$ cat config.mk
export PLATFORM = sky130hd
export DESIGN_NAME = emergency_preempt
export DESIGN_NICKNAME = d
export VERILOG_FILES = /design/src/rtl/emergency_preempt.sv
export SDC_FILE = /design/constraint.sdc
export NUM_CORES = 1
export LEC_CHECK = 0
export CAP_MARGIN = 0
export CELL_PAD_IN_SITES_DETAIL_PLACEMENT = 1
export CELL_PAD_IN_SITES_GLOBAL_PLACEMENT = 1
export CORE_ASPECT_RATIO = 0.5
export CORE_UTILIZATION = 28
export DETAILED_ROUTE_END_ITERATION = 10
export GPL_TIMING_DRIVEN = 0
export PLACE_DENSITY = 0.68
export SYNTH_ARGS = -nofsm -noshare
export SYNTH_HDL_FRONTEND = slang
export SYNTH_SLANG_ARGS = --single-unit
$ cat constraint.sdc
create_clock -name clk -period 1.7 [get_ports clk]
set_input_delay 0.34 -clock clk [delete_from_list [all_inputs] [get_ports clk]]
set_output_delay 0.34 -clock clk [all_outputs]
set_load 0.02 [all_outputs]
$ cat src/rtl/emergency_preempt.sv
// Siren/transponder qualifier: synchronizes, debounces, holds and cools down the emergency level.
// Optional operator override enabled by defining EMERGENCY_MANUAL_EN.
module emergency_preempt #(
    parameter int DEBOUNCE   = 4,
    parameter int HOLD       = 8,
    parameter int MAX_ACTIVE = 32,
    parameter int COOLDOWN   = 6
) (
    input  logic       clk,
    input  logic       rst_n,
    input  logic       siren_raw,
    input  logic       manual_req,
    output logic       emergency,
    output logic       busy,
    output logic       timeout,
    output logic [7:0] event_count
);

    // state    | meaning
    // IDLE     | waiting for synchronized sensor high
    // QUAL     | debouncing, sensor must stay high
    // ACTIVE   | emergency asserted, held for HOLD..MAX_ACTIVE cycles
    // COOL     | forced-low window, sensor ignored
    typedef enum logic [1:0] {IDLE, QUAL, ACTIVE, COOL} state_t;

    localparam logic [5:0] DEB_LAST  = 6'(DEBOUNCE - 1);
    localparam logic [5:0] HOLD_LAST = 6'(HOLD - 1);
    localparam logic [5:0] MAX_LAST  = 6'(MAX_ACTIVE - 1);
    localparam logic [5:0] COOL_LAST = 6'(COOLDOWN - 1);

    state_t     state;
    state_t     state_nxt;
    logic       s1;
    logic       s;
    logic [5:0] cnt;
    logic       timeout_hit;
    logic       manual_go;
    logic       emergency_d;
    logic       busy_d;
    logic       entering;

`ifdef EMERGENCY_MANUAL_EN
    assign manual_go = manual_req;
`else
    logic unused_manual;
    assign unused_manual = manual_req;
    assign manual_go     = 1'b0;
`endif

    always_ff @(posedge clk) begin
        if (!rst_n) begin
            s1          <= 1'b0;
            s           <= 1'b0;
            state       <= IDLE;
            cnt         <= '0;
            emergency   <= 1'b0;
            busy        <= 1'b0;
            timeout     <= 1'b0;
            event_count <= '0;
        end else begin
            s1        <= siren_raw;
            s         <= s1;
            state     <= state_nxt;
            emergency <= emergency_d;
            busy      <= busy_d;
            if (state_nxt != state || state == IDLE)
                cnt <= '0;
            else
                cnt <= cnt + 6'd1;
            if (timeout_hit)
                timeout <= 1'b1;
            if (entering && event_count != 8'hFF)
                event_count <= event_count + 8'd1;
        end
    end

    always_comb begin
        state_nxt   = state;
        timeout_hit = 1'b0;
        case (state)
            IDLE: begin
                if (manual_go)
                    state_nxt = ACTIVE;
                else if (s)
                    state_nxt = QUAL;
            end
            QUAL: begin
                if (manual_go)
                    state_nxt = ACTIVE;
                else if (!s)
                    state_nxt = IDLE;
                else if (cnt == DEB_LAST)
                    state_nxt = ACTIVE;
            end
            ACTIVE: begin
                // a stuck sensor is cut off even if it happens to release on the same cycle
                if (cnt == MAX_LAST) begin
                    state_nxt   = COOL;
                    timeout_hit = 1'b1;
                end else if (cnt >= HOLD_LAST && !s) begin
                    state_nxt = COOL;
                end
            end
            COOL: begin
                if (cnt == COOL_LAST)
                    state_nxt = IDLE;
            end
            default: state_nxt = IDLE;
        endcase
    end

    always_comb begin
        emergency_d = (state_nxt == ACTIVE);
        busy_d      = (state_nxt != IDLE);
        entering    = (state_nxt == ACTIVE) && (state != ACTIVE);
    end

endmodule

# After elaboration in Yosys (flattened, before gate mapping)
# Index checks and enable logic that the tools add are counted.
[classes]
add_sub_neg = 2
bitwise = 1
n_lt_le_gt_ge = 1
n_mux = 9
n_eq_ne = 10
n_reduce_logical = 8
[ops]
columns = ["cell", "n"]
rows = [
  ["$mux 2", 6],
  ["$add 8x1->8 const B", 1],
  ["$ne 8x8->1 const B", 1],
  ["$pmux 2 s4", 1],
  ["$add 6x1->6 const B", 1],
  ["$eq 2x2->1 const B", 3],
  ["$eq 6x2->1 const B", 1],
  ["$eq 6x3->1 const B", 1],
  ["$eq 6x5->1 const B", 1],
  ["$ge 6x3->1 const B", 1],
  ["$logic_and 1x1->1", 3],
  ["$eq 2x1->1 const B", 1],
  ["$logic_not 2->1", 1],
  ["$mux 1", 2],
  ["$ne 2x2->1", 1],
  ["$ne 2x2->1 const B", 1],
  ["$reduce_bool 2->1", 1],
  ["$reduce_or 2->1", 1],
  ["$logic_not 1->1", 1],
  ["$logic_or 1x1->1", 1],
  ["$not 1->1", 1],
]
[totals]
out_inout_bits = 11
word_cells = 39
input_bits = 4
ff_bits = 21

# Depth between registers and ports, before layout
# Gate-level depths: netlist (run 1).
[depth]
word_depth = 8
mapped_depth = 6
depth_no_buf = 6

# Least setup slack after synthesis (run 1)
# OpenSTA, ideal clock, no wires.
[synth_timing]
path_type = "reg2reg"
from = "register cnt[0]"
to = "register busy"
path_buffers = 0
t_arrival_ps = 1670
path_slack_ps = -85
setup_time_ps = 114
required_time_ps = 1586
synth_period_minus_slack_ps = 1785
path_stages_with_launch = 6
path_cell_list = "dfxtp_1 ha_1 nor2b_1 a21boi_1 or4_4 a21bo_1"
[synth_between]
elab_chain_cells = 6
elab_cells_between_ends = 12
classes_between = "order compare (1); eq/ne (3); mux (6); reduce/logical (2)"
[synth_lines]
columns = ["element", "line_no", "text"]
rows = [
  ["from (decl)", "35", "logic [5:0] cnt;"],
  ["from (signal assigned)", "69", "cnt <= cnt + 6'd1;"],
  ["$ge 6x3->1", "100", "end else if (cnt >= HOLD_LAST && !s) begin"],
  ["$logic_and 1x1->1", "100", ""],
  ["$mux 2", "100", ""],
  ["$mux 2", "97", "if (cnt == MAX_LAST) begin"],
  ["$pmux 2 s4 (*)", "80", "case (state)"],
  ["$reduce_bool 2->1 (*)", "114", "busy_d = (state_nxt != IDLE);"],
  ["to (signal assigned)", "65", "busy <= busy_d;"],
  ["to (decl)", "14", "output logic busy,"],
]
# Mark *: on every way between the ends. The rest lies on a longest branch, timed or not.
# A chain may end at the register's enable or synchronous reset.

# Worst setup path in the final report (run 1)
[layout_timing]
from = "register cnt[1]"
to = "register busy"
# Same word-level chain as after synthesis.

==> flow_summary.yaml, run 1 <==
routing:
  wl_per_cell_um: 14.0
  drc_errors: 0
  wl_mm: 2.95
  ant_nets: 0
  vias_per_cell: 5.06
  drt_pre_antenna_iters: 4
  vias: 1063
  initialDrtViolationCount: 25
synth:
  synthCells: 134
  postSynth.asyncResetShare_pct: 0
  synth.most_common_cell: "dfxtp_1"
  ys_types: 45
  synth_area_um2: 1180
  ys_seq_area_share_pct: 35.6
  syn-num-nets: 142
  ys_seq_elements: 21
  synth_edf_count: 0
  synthTopCellsByCount: "21 x dfxtp_1, 11 x nand2_1, 9 x mux2i_1"
  ys_warn_count: 0
  synth_top_area_cell: "dfxtp_1"
  synth-main-ff-cell: "dfxtp_1"
  synth_area_per_cell_um2: 8.81
  synth_top_area_share_pct: 35.6
  synth_area_leaders: "dfxtp_1 36%, mux2i_1 7.6%, ha_1 4.2%, nand2_1 3.5%, nand3_1 3.4%"
power_and_ir_drop:
  leakage_nw: 0.602
  ir_drop_uv: 228
  p_sw_share_pct: 23.1
  power_frac_clock_pct: 38.9
  power_frac_comb_pct: 4.2
  intPower_uw: 674
  power.share.sequential_pct: 57.0
  switching_power_uw: 202
  power.total_uw: 877
  p_per_area_nw_per_um2: 562
final_layout:
  drive_gt1_share_pct: 21.8
  synthToLayoutAreaGrowth_pct: 32.2
  antenna_cells: 0
  multi_input_area_um2: 798
  n_fill_cell: 477
  seq_area_um2: 433
  fin_nets: 165
clock_network:
  cts.path.max_buffers: 2
  htree_levels: 1
  postCtsHoldBufs: 0
  root_buffer: "clkbuf_8"
  cts_buffers: 3
  clock_latency_ps: 270
  cts_tree: "yes"
  clock_sinks: 21
  clk_pin_slew_ps: 80
setup_path:
  cp.required_ps: 1870
  arrival_ps: 1840
  cp_max_fo: 4
  startpoint_type: "flop"
  worstSetupPathType: "reg -> reg"
  worst_setup_path_end_kind: "flop"
  rrSetupSlack_ps: 30
global_routing:
  antenna_found_initial: 0
  grt_max_degree: 13
  grt-ovfl-total: 0
  grt.total_usage_pct: 13.3
  grt_pass1_vias: 949
  grt_pass1_wl_mm: 4.53
die:
  die-area_um2: 4490
  initial_core_util_pct: 29.8
  io_pins: 15
  core_um2: 3960
  die_h_um: 47.9
  row_count: 16
  dieWidth_um: 93.8
sta:
  fmax_mhz: 599
  fin_crit_sh_pct: 98.2
  fin_skew_ps: 6.86
  slew_violations: 0
  tightest_slew_ps: 454
  grt_setup_unrepaired: "yes"
  min_period_ps: 1670
  maxSlewHeadroom_pct: 69.5
  final-hold-violation-count: 0
  fin_ws_ps: 30.4
  setup_violations: 0
placed_design:
  dp_worst_setup_slack_ps: -162
  hpwl_mm: 2.05
  portBuffers: 13
  routabilityCongestion: 0.749
outcome:
  status: "finished, final reports clean"
flow_run:
  drv_cap: 0
worst_hold_path:
  hp-class: "reg -> reg"
==> worst paths after layout <==
| path | startpoint | to | cells past startpoint |
|---|---|---|---|
| worst min register to register | s1 | s | 1 |
| worst max-delay path | cnt[1] | busy | 5 |
| worst max register to register | cnt[1] | busy | 5 |
| worst min-delay path | s1 | s | 1 |
==> final cells by class <==
| cell class | count | share of cell area, % |
|---|---|---|
| Buffer | 3 | 0.802 |
| Clock buffer | 3 | 2.65 |
| Clock inverter | 1 | 0.321 |
| Inverter | 7 | 1.68 |
| Multi-Input combinational cell | 102 | 51.2 |
| Sequential cell | 21 | 27.7 |
| Tap cell | 54 | 4.33 |
| Timing Repair Buffer | 19 | 11.3 |
==> routing by layer <==
metal | track usage, % | share of wire [%] | wire length (um) | vias to the layer above
met1 | 16.9 | 49 | 1440 | 512
met5 | 0 | 0 | 0 | -
met2 | 24.1 | 48 | 1410 | 14
li1 | - | - | - | 535
met3 | 3.33 | 3.0 | 89 | 2
met4 | 1.85 | 0.27 | 8 | 0
==> power groups by stage <==
| stage | logic (mW) | registers (mW) | clock network, mW |
|---|---|---|---|
| 6_report | 0.0366 | 0.499 | 0.341 |
| 5_1_grt | 0.0411 | 0.500 | 0.370 |
| 4_1_cts | 0.0368 | 0.501 | 0.344 |
| 3_5_place_dp | 0.0410 | 0.510 | 0 |
| 3_3_place_gp | 0.0403 | 0.510 | 0 |
| 2_1_floorplan | 0.0244 | 0.511 | 0 |
==> stage by stage <==
stage          hold slack [ps]  utilization [%]  std cells  TNS (ps)  area (um2)
6_report                   440             39.4        210         0        1560
4_1_cts                    442             37.9        208         0        1500
3_3_place_gp               413             34.9        201      -897        1380
2_1_floorplan              412                -        134         0        1190
3_5_place_dp               420             34.9        201     -1260        1380
5_1_grt                    488             39.4        210     -22.5        1560
==> flip-flops by register name, summed over array words and instances, names as in the netlist <==
signal       flops
timeout          1
state            2
event_count      8
s1               1
s                1
cnt              6
emergency        1
busy             1
==> placed cells by master (no fill, tap or decap), types with 2 or more instances in the layout <==
cell type / n
nor3_1: 3
clkdlybuf4s50_1: 8
dfxtp_4: 2
clkbuf_8: 3
or2_2: 2
ha_4: 2
nand4b_1: 2
ha_1: 2
o211ai_1: 2
and2_1: 4
nor2_1: 5
nand4_1: 4
xor2_1: 2
dlygate4sd2_1: 4
nand3_1: 8
nor3_4: 2
nand3b_1: 2
mux2i_1: 9
inv_1: 7
or3_1: 2
nand2_1: 11
o21a_1: 2
buf_4: 5
dfxtp_1: 15
a21oi_1: 6
o21ai_0: 4
nor4_1: 2
dfxtp_2: 4
==> critical path: stages, from the launching register on <==
cell and delay [ps]:
dfxtp_4 390, ha_4 170, nor2b_4 200, a21boi_2 100, or4_4 530, a21bo_1 180
==> repair_timing <==
action,4_1_cts,5_1_grt
buffers inserted,4,2
pin swaps,1,1
gates resized for setup,18,10
cloned,0,0
endpoints found under the setup margin,18,13
==> cell families after synthesis <==
logic type	share of synthesized area [%]
AND/OR/NAND/NOR	30.5
buffers and inverters	3.71
adder cells (fa/ha/maj)	4.24
AO/OA/AOI/OAI	16.0
multiplexers	7.64
flip-flops	35.6
XOR/XNOR	2.23
(Power assumes the default switching activity.)
==> run 2, diff against run 1 <==
MAX_ROUTING_LAYER = met4   (was not set)
PLACE_DENSITY = 0.66   (was 0.68)
clock period = 1.92 ns   (was 1.7 ns; I/O delays follow)
==> run 2 against run 1 <==
  * Flip-flop and latch count unchanged
  * First-iteration DRC count increased by 44%
  * Via count shrank 3.2%
  * Sequential power is 12% lower
  * Setup slack gained 62 ps
  * Final cell count decreased by 2.4%
  * Register-to-register slack improved by 60 ps
  * Routed wire length shrank 3.5%
  * Hold slack improved by 0.89 ps
  * Critical endpoint unchanged
==> flow_summary.yaml, run 2 (same netlist as run 1, synthesis figures left out) <==
setup_path:
  arrival_ps: 2000
  cp.required_ps: 2090
  r2r-start: "cnt[0]"
  worst_setup_path_end_kind: "flop"
  worstSetupPathType: "reg -> reg"
  cp_max_fo: 7
  setup.worst_path.start: "cnt[0]"
  startpoint_type: "flop"
placed_design:
  place_inst: 201
  routabilityCongestion: 0.766
  portBuffers: 13
  hpwl_mm: 2.10
  dp_worst_setup_slack_ps: -84.8
final_layout:
  drive_gt1_share_pct: 12.6
  top_register: "event_count"
  layout_common_cells: "19 x dfxtp_1, 13 x clkdlybuf4s50_1, 11 x nand2_1"
  multi_input_area_um2: 738
  layout_commonest_cell: "dfxtp_1"
  n_fill_cell: 467
  largest_registers: "event_count: 8 flops, cnt: 6 flops, state: 2 flops"
  final_cells: 205
  synthToLayoutAreaGrowth_pct: 22.8
  largest_register_ffs: 8
  final_util_pct: 36.6
  fin_nets: 160
  antenna_cells: 0
  seq_area_um2: 423
clock_network:
  htree_levels: 1
  clock_latency_ps: 270
  clock_sinks: 21
  cts.path.max_buffers: 2
  root_buffer: "clkbuf_8"
  cts_tree: "yes"
  postCtsSetupBuffers: 0
  cts_buffers: 3
  clk_pin_slew_ps: 80
  postCtsHoldBufs: 0
power_and_ir_drop:
  leakage_nw: 0.540
  intPower_uw: 600
  power.share.sequential_pct: 56.4
  p_per_area_nw_per_um2: 540
  ir_drop_uv: 226
  switching_power_uw: 182
  power_frac_clock_pct: 39.0
  power_frac_comb_pct: 4.7
  p_sw_share_pct: 23.3
global_routing:
  grt_max_degree: 13
  grt_pass1_wl_mm: 4.64
  antenna_found_initial: 0
  grt_pass1_vias: 952
  grt.total_usage_pct: 14.2
  grt-ovfl-total: 0
die:
  die-area_um2: 4490
  row_count: 16
  io_pins: 15
  initial_core_util_pct: 29.8
  dieWidth_um: 93.8
  die_h_um: 47.9
  core_um2: 3960
routing:
  wl_mm: 2.85
  vias_per_cell: 5.02
  drt_pre_antenna_iters: 3
  wl_per_cell_um: 13.9
  drc_errors: 0
  initialDrtViolationCount: 36
  vias: 1029
  ant_nets: 0
flow_run:
  drv_cap: 0
sta:
  holdWs_ps: 441
  maxSlewHeadroom_pct: 67.4
  setup_violations: 0
  fin_crit_sh_pct: 95.2
  tightest_slew_ps: 488
  fin_skew_ps: 5.60
  fmax_mhz: 547
  slew_violations: 0
  min_period_ps: 1830
  setup_tns_ps: 0
  final-hold-violation-count: 0
  fin_ws_ps: 92.1
worst_hold_path:
  hp-class: "reg -> reg"
  min-delay-start: "s1"
outcome:
  status: "finished, final reports clean"
-- run 2: path summary, 6_finish.rpt --
check	end	slack, ps	cells after the start
worst max-delay path	busy	90	5
worst min-delay path	s	440	1
worst max register to register	busy	90	5
worst min register to register	s	440	1
-- run 2: area by class of cell --
type | count | share of cell area, %
clock inverters | 1 | 0.345
flip-flops and latches | 21 | 29.2
plain buffers | 4 | 1.21
inverters | 7 | 1.81
repair buffers | 13 | 8.98
well taps | 54 | 4.66
clock buffers | 3 | 2.85
multi-input cells | 102 | 50.9
-- run 2: power by group through the flow --
stage          logic [mW]  clock network, mW  registers (mW)
2_1_floorplan      0.0216                  0           0.452
6_report           0.0367              0.305           0.441
3_3_place_gp       0.0362                  0           0.451
3_5_place_dp       0.0370                  0           0.452
5_1_grt            0.0416              0.334           0.442
4_1_cts            0.0371              0.314           0.441
-- run 2: timing repair --
item / CTS / global route
pin swaps: 0 / 0
resized for setup: 2 / 6
endpoints found under the setup margin: 4 / 14
-- run 2: metal layers --
layer | track usage (%) | vias to the layer above | routed length, um
met5 | - | - | 0
met4 | 2.77 | 0 | 21
met3 | 3.33 | 3 | 63
met2 | 22.6 | 10 | 1300
met1 | 18.6 | 490 | 1460
li1 | - | 526 | -
-- run 2: worst max-delay path, stage by stage, from the launching register on --
cell	delay [ps]
dfxtp_2	390
ha_2	230
nor2b_4	200
a21boi_1	150
or4_4	570
a21bo_1	190
-- run 2: metrics by stage --
| stage | power, mW | instance area [um2] |
|---|---|---|
| floorplan | 0.474 | 1180 |
| CTS | 0.793 | 1430 |
| finish | 0.783 | 1450 |
| global route | 0.817 | 1450 |
| global placement | 0.488 | 1380 |
| detailed placement | 0.489 | 1380 |
==> patch: new RTL, flow settings as in run 1 <==
Register the input `siren_raw` before use, without a reset. The logic sees it one clock later. The other inputs are not delayed to match.
--- a/src/rtl/emergency_preempt.sv
+++ b/src/rtl/emergency_preempt.sv
@@ -27,6 +27,12 @@
     localparam logic [5:0] HOLD_LAST = 6'(HOLD - 1);
     localparam logic [5:0] MAX_LAST  = 6'(MAX_ACTIVE - 1);
     localparam logic [5:0] COOL_LAST = 6'(COOLDOWN - 1);
+
+    logic siren_raw_q;
+
+    always_ff @(posedge clk) begin
+        siren_raw_q <= siren_raw;
+    end
 
     state_t     state;
     state_t     state_nxt;
@@ -58,7 +64,7 @@
             timeout     <= 1'b0;
             event_count <= '0;
         end else begin
-            s1        <= siren_raw;
+            s1        <= siren_raw_q;
             s         <= s1;
             state     <= state_nxt;
             emergency <= emergency_d;
Behaviour: not the same (Yosys sat finds a counterexample within 4 cycles, from zero or initial values and one cycle with rst_n low).
==> patch against run 1 <==
Clock power shrank 4%. Critical path type unchanged. Setup slack worse by 0.017 ns. Combinational power up 5%. Total power rose by 1.4%. Area after synthesis up 1.7%. Sequential cell count rose by 1. Cell area up 1.4%. Wire length grew 0.95%.
==> patch: results (changes against run 1) <==
status:
  status: "finished, final reports clean"  # unchanged
synth:
  yosys-top-cells-count: "dfxtp_1, nand2_1, mux2i_1"  # unchanged
  synthTopCellsByArea: "dfxtp_1, mux2i_1, ha_1"  # unchanged
  synth_compound_area_share_pct: 15.7  # was 16.0%
  synth_area_leader_cell: "dfxtp_1"  # unchanged
  ys_seq_area_share_pct: 36.7  # was 35.6%
  synthAdderAreaFrac_pct: 4.17  # was 4.24%
  synth.area.mux_share_pct: 7.51  # was 7.64%
  syn_area_per_cell_sq_um: 8.89  # was 8.81 sq um
  synth_nets: 143  # was 142
  synth_xor_area_share_pct: 2.19  # was 2.23%
routing:
  drt-initial-drc-count: 24  # was 25
  wl_per_cell_um: 14.3  # was 14.0 um
  routed_via_density: 5.03  # was 5.06
  vias: 1046  # was 1,063
clock_tree:
  cts.clk_slew.worst_paths_ns: 0.08  # about the same
  cts.repair.resized: 16  # was 18
  cts_setup_buffers: 2  # was 4
place:
  placed_cells: 202  # was 201
  place.gp.congestion: 0.739  # was 0.749
  place_area_sq_um: 1400  # was 1380 sq um
  hpwl_um: 2090  # was 2050 um
setup_path:
  cpPeakStageDelay_ns: 0.56  # was 0.53 ns
  cpMaxStageDelayCell: "or4_4"  # unchanged
  ff2ff_path_depth: 5  # unchanged
  critPathMaxFanout: 5  # was 4
  r2r_end: "busy"  # unchanged
  r2r_setup_slack_ns: 0.01  # was 0.03 ns
grt:
  grt_pass1_vias: 950  # was 949
  grt_max_degree: 12  # was 13
  grt_pass1_wl_um: 4700  # was 4530 um
  grt.total_usage_pct: 13.5  # was 13.3%
final_layout:
  layout-drive-gt1-share_pct: 21.4  # was 21.8%
  fillerInstances: 463  # was 477
  n_antenna_cell: 0  # unchanged
  largest_register_ffs: 8  # unchanged
  fin_nets: 164  # was 165
sta:
  skew_ns: 0.00289  # was 0.00686 ns
  slew_headroom_pct: 68.1  # was 69.5%
worst_hold_path:
  hold_end: "s1"  # was s
  hold_path_depth: 1  # unchanged
  hold_path.startpoint: "siren_raw_q"  # was s1
power_and_ir_drop:
  irDropWorstVdd_mv: 0.221  # was 0.228 mV
  p_leak_nw: 0.640  # was 0.602 nW
[patch: cell types whose count changed after synthesis, sizes merged]
cell | before | now
dfxtp | 21 | 22
[patch: power by group]
part           switching, mW  leakage [nW]  internal (mW)
logic                 0.0205         0.437         0.0180
clock network          0.168        0.0216          0.158
registers            0.00648         0.182          0.518
[patch: area by class of cell]
| type | instances | area share [%] |
|---|---|---|
| Inverter | 7 | 1.66 |
| Buffer | 3 | 0.791 |
| Timing Repair Buffer | 17 | 11.9 |
| Clock buffer | 3 | 2.61 |
| Sequential cell | 22 | 28.6 |
| Tap cell | 54 | 4.27 |
| Multi-Input combinational cell | 102 | 50.1 |
[patch: worst max path at each step]
stage          slack, ns  cells past startpoint        endpoint    from
2_1_floorplan       0.01                      5            busy  cnt[1]
3_3_place_gp       -0.13                      6          cnt[5]  cnt[1]
3_5_place_dp       -0.21                      6          cnt[3]  cnt[1]
4_1_cts           0.0006                      5          cnt[3]  cnt[1]
5_1_grt            -0.03                      5  event_count[3]  cnt[1]
6_report            0.01                      5            busy  cnt[1]
[patch: routing by layer]
layer / wire length (um) / share of wire, % / track usage, % / vias up
met1: 1490 / 50 / 18.5 / 497
met5: 0 / 0 / 0 / -
met4: 0 / 0 / 1.82 / 0
li1: - / - / - / 533
met2: 1410 / 47 / 22.8 / 16
met3: 78 / 2.6 / 3.43 / 0
[patch: stage by stage]
stage	worst slack (ns)	util, %	TNS (ns)	hold slack [ns]
6_report	0.0133	39.5	0	0.439
5_1_grt	-0.0299	39.5	-0.0595	0.454
4_1_cts	0.000579	37.8	0	0.446
3_5_place_dp	-0.214	35.1	-1.39	0.424
3_3_place_gp	-0.133	35.1	-0.915	0.413
2_1_floorplan	0.0104	-	0	0.368
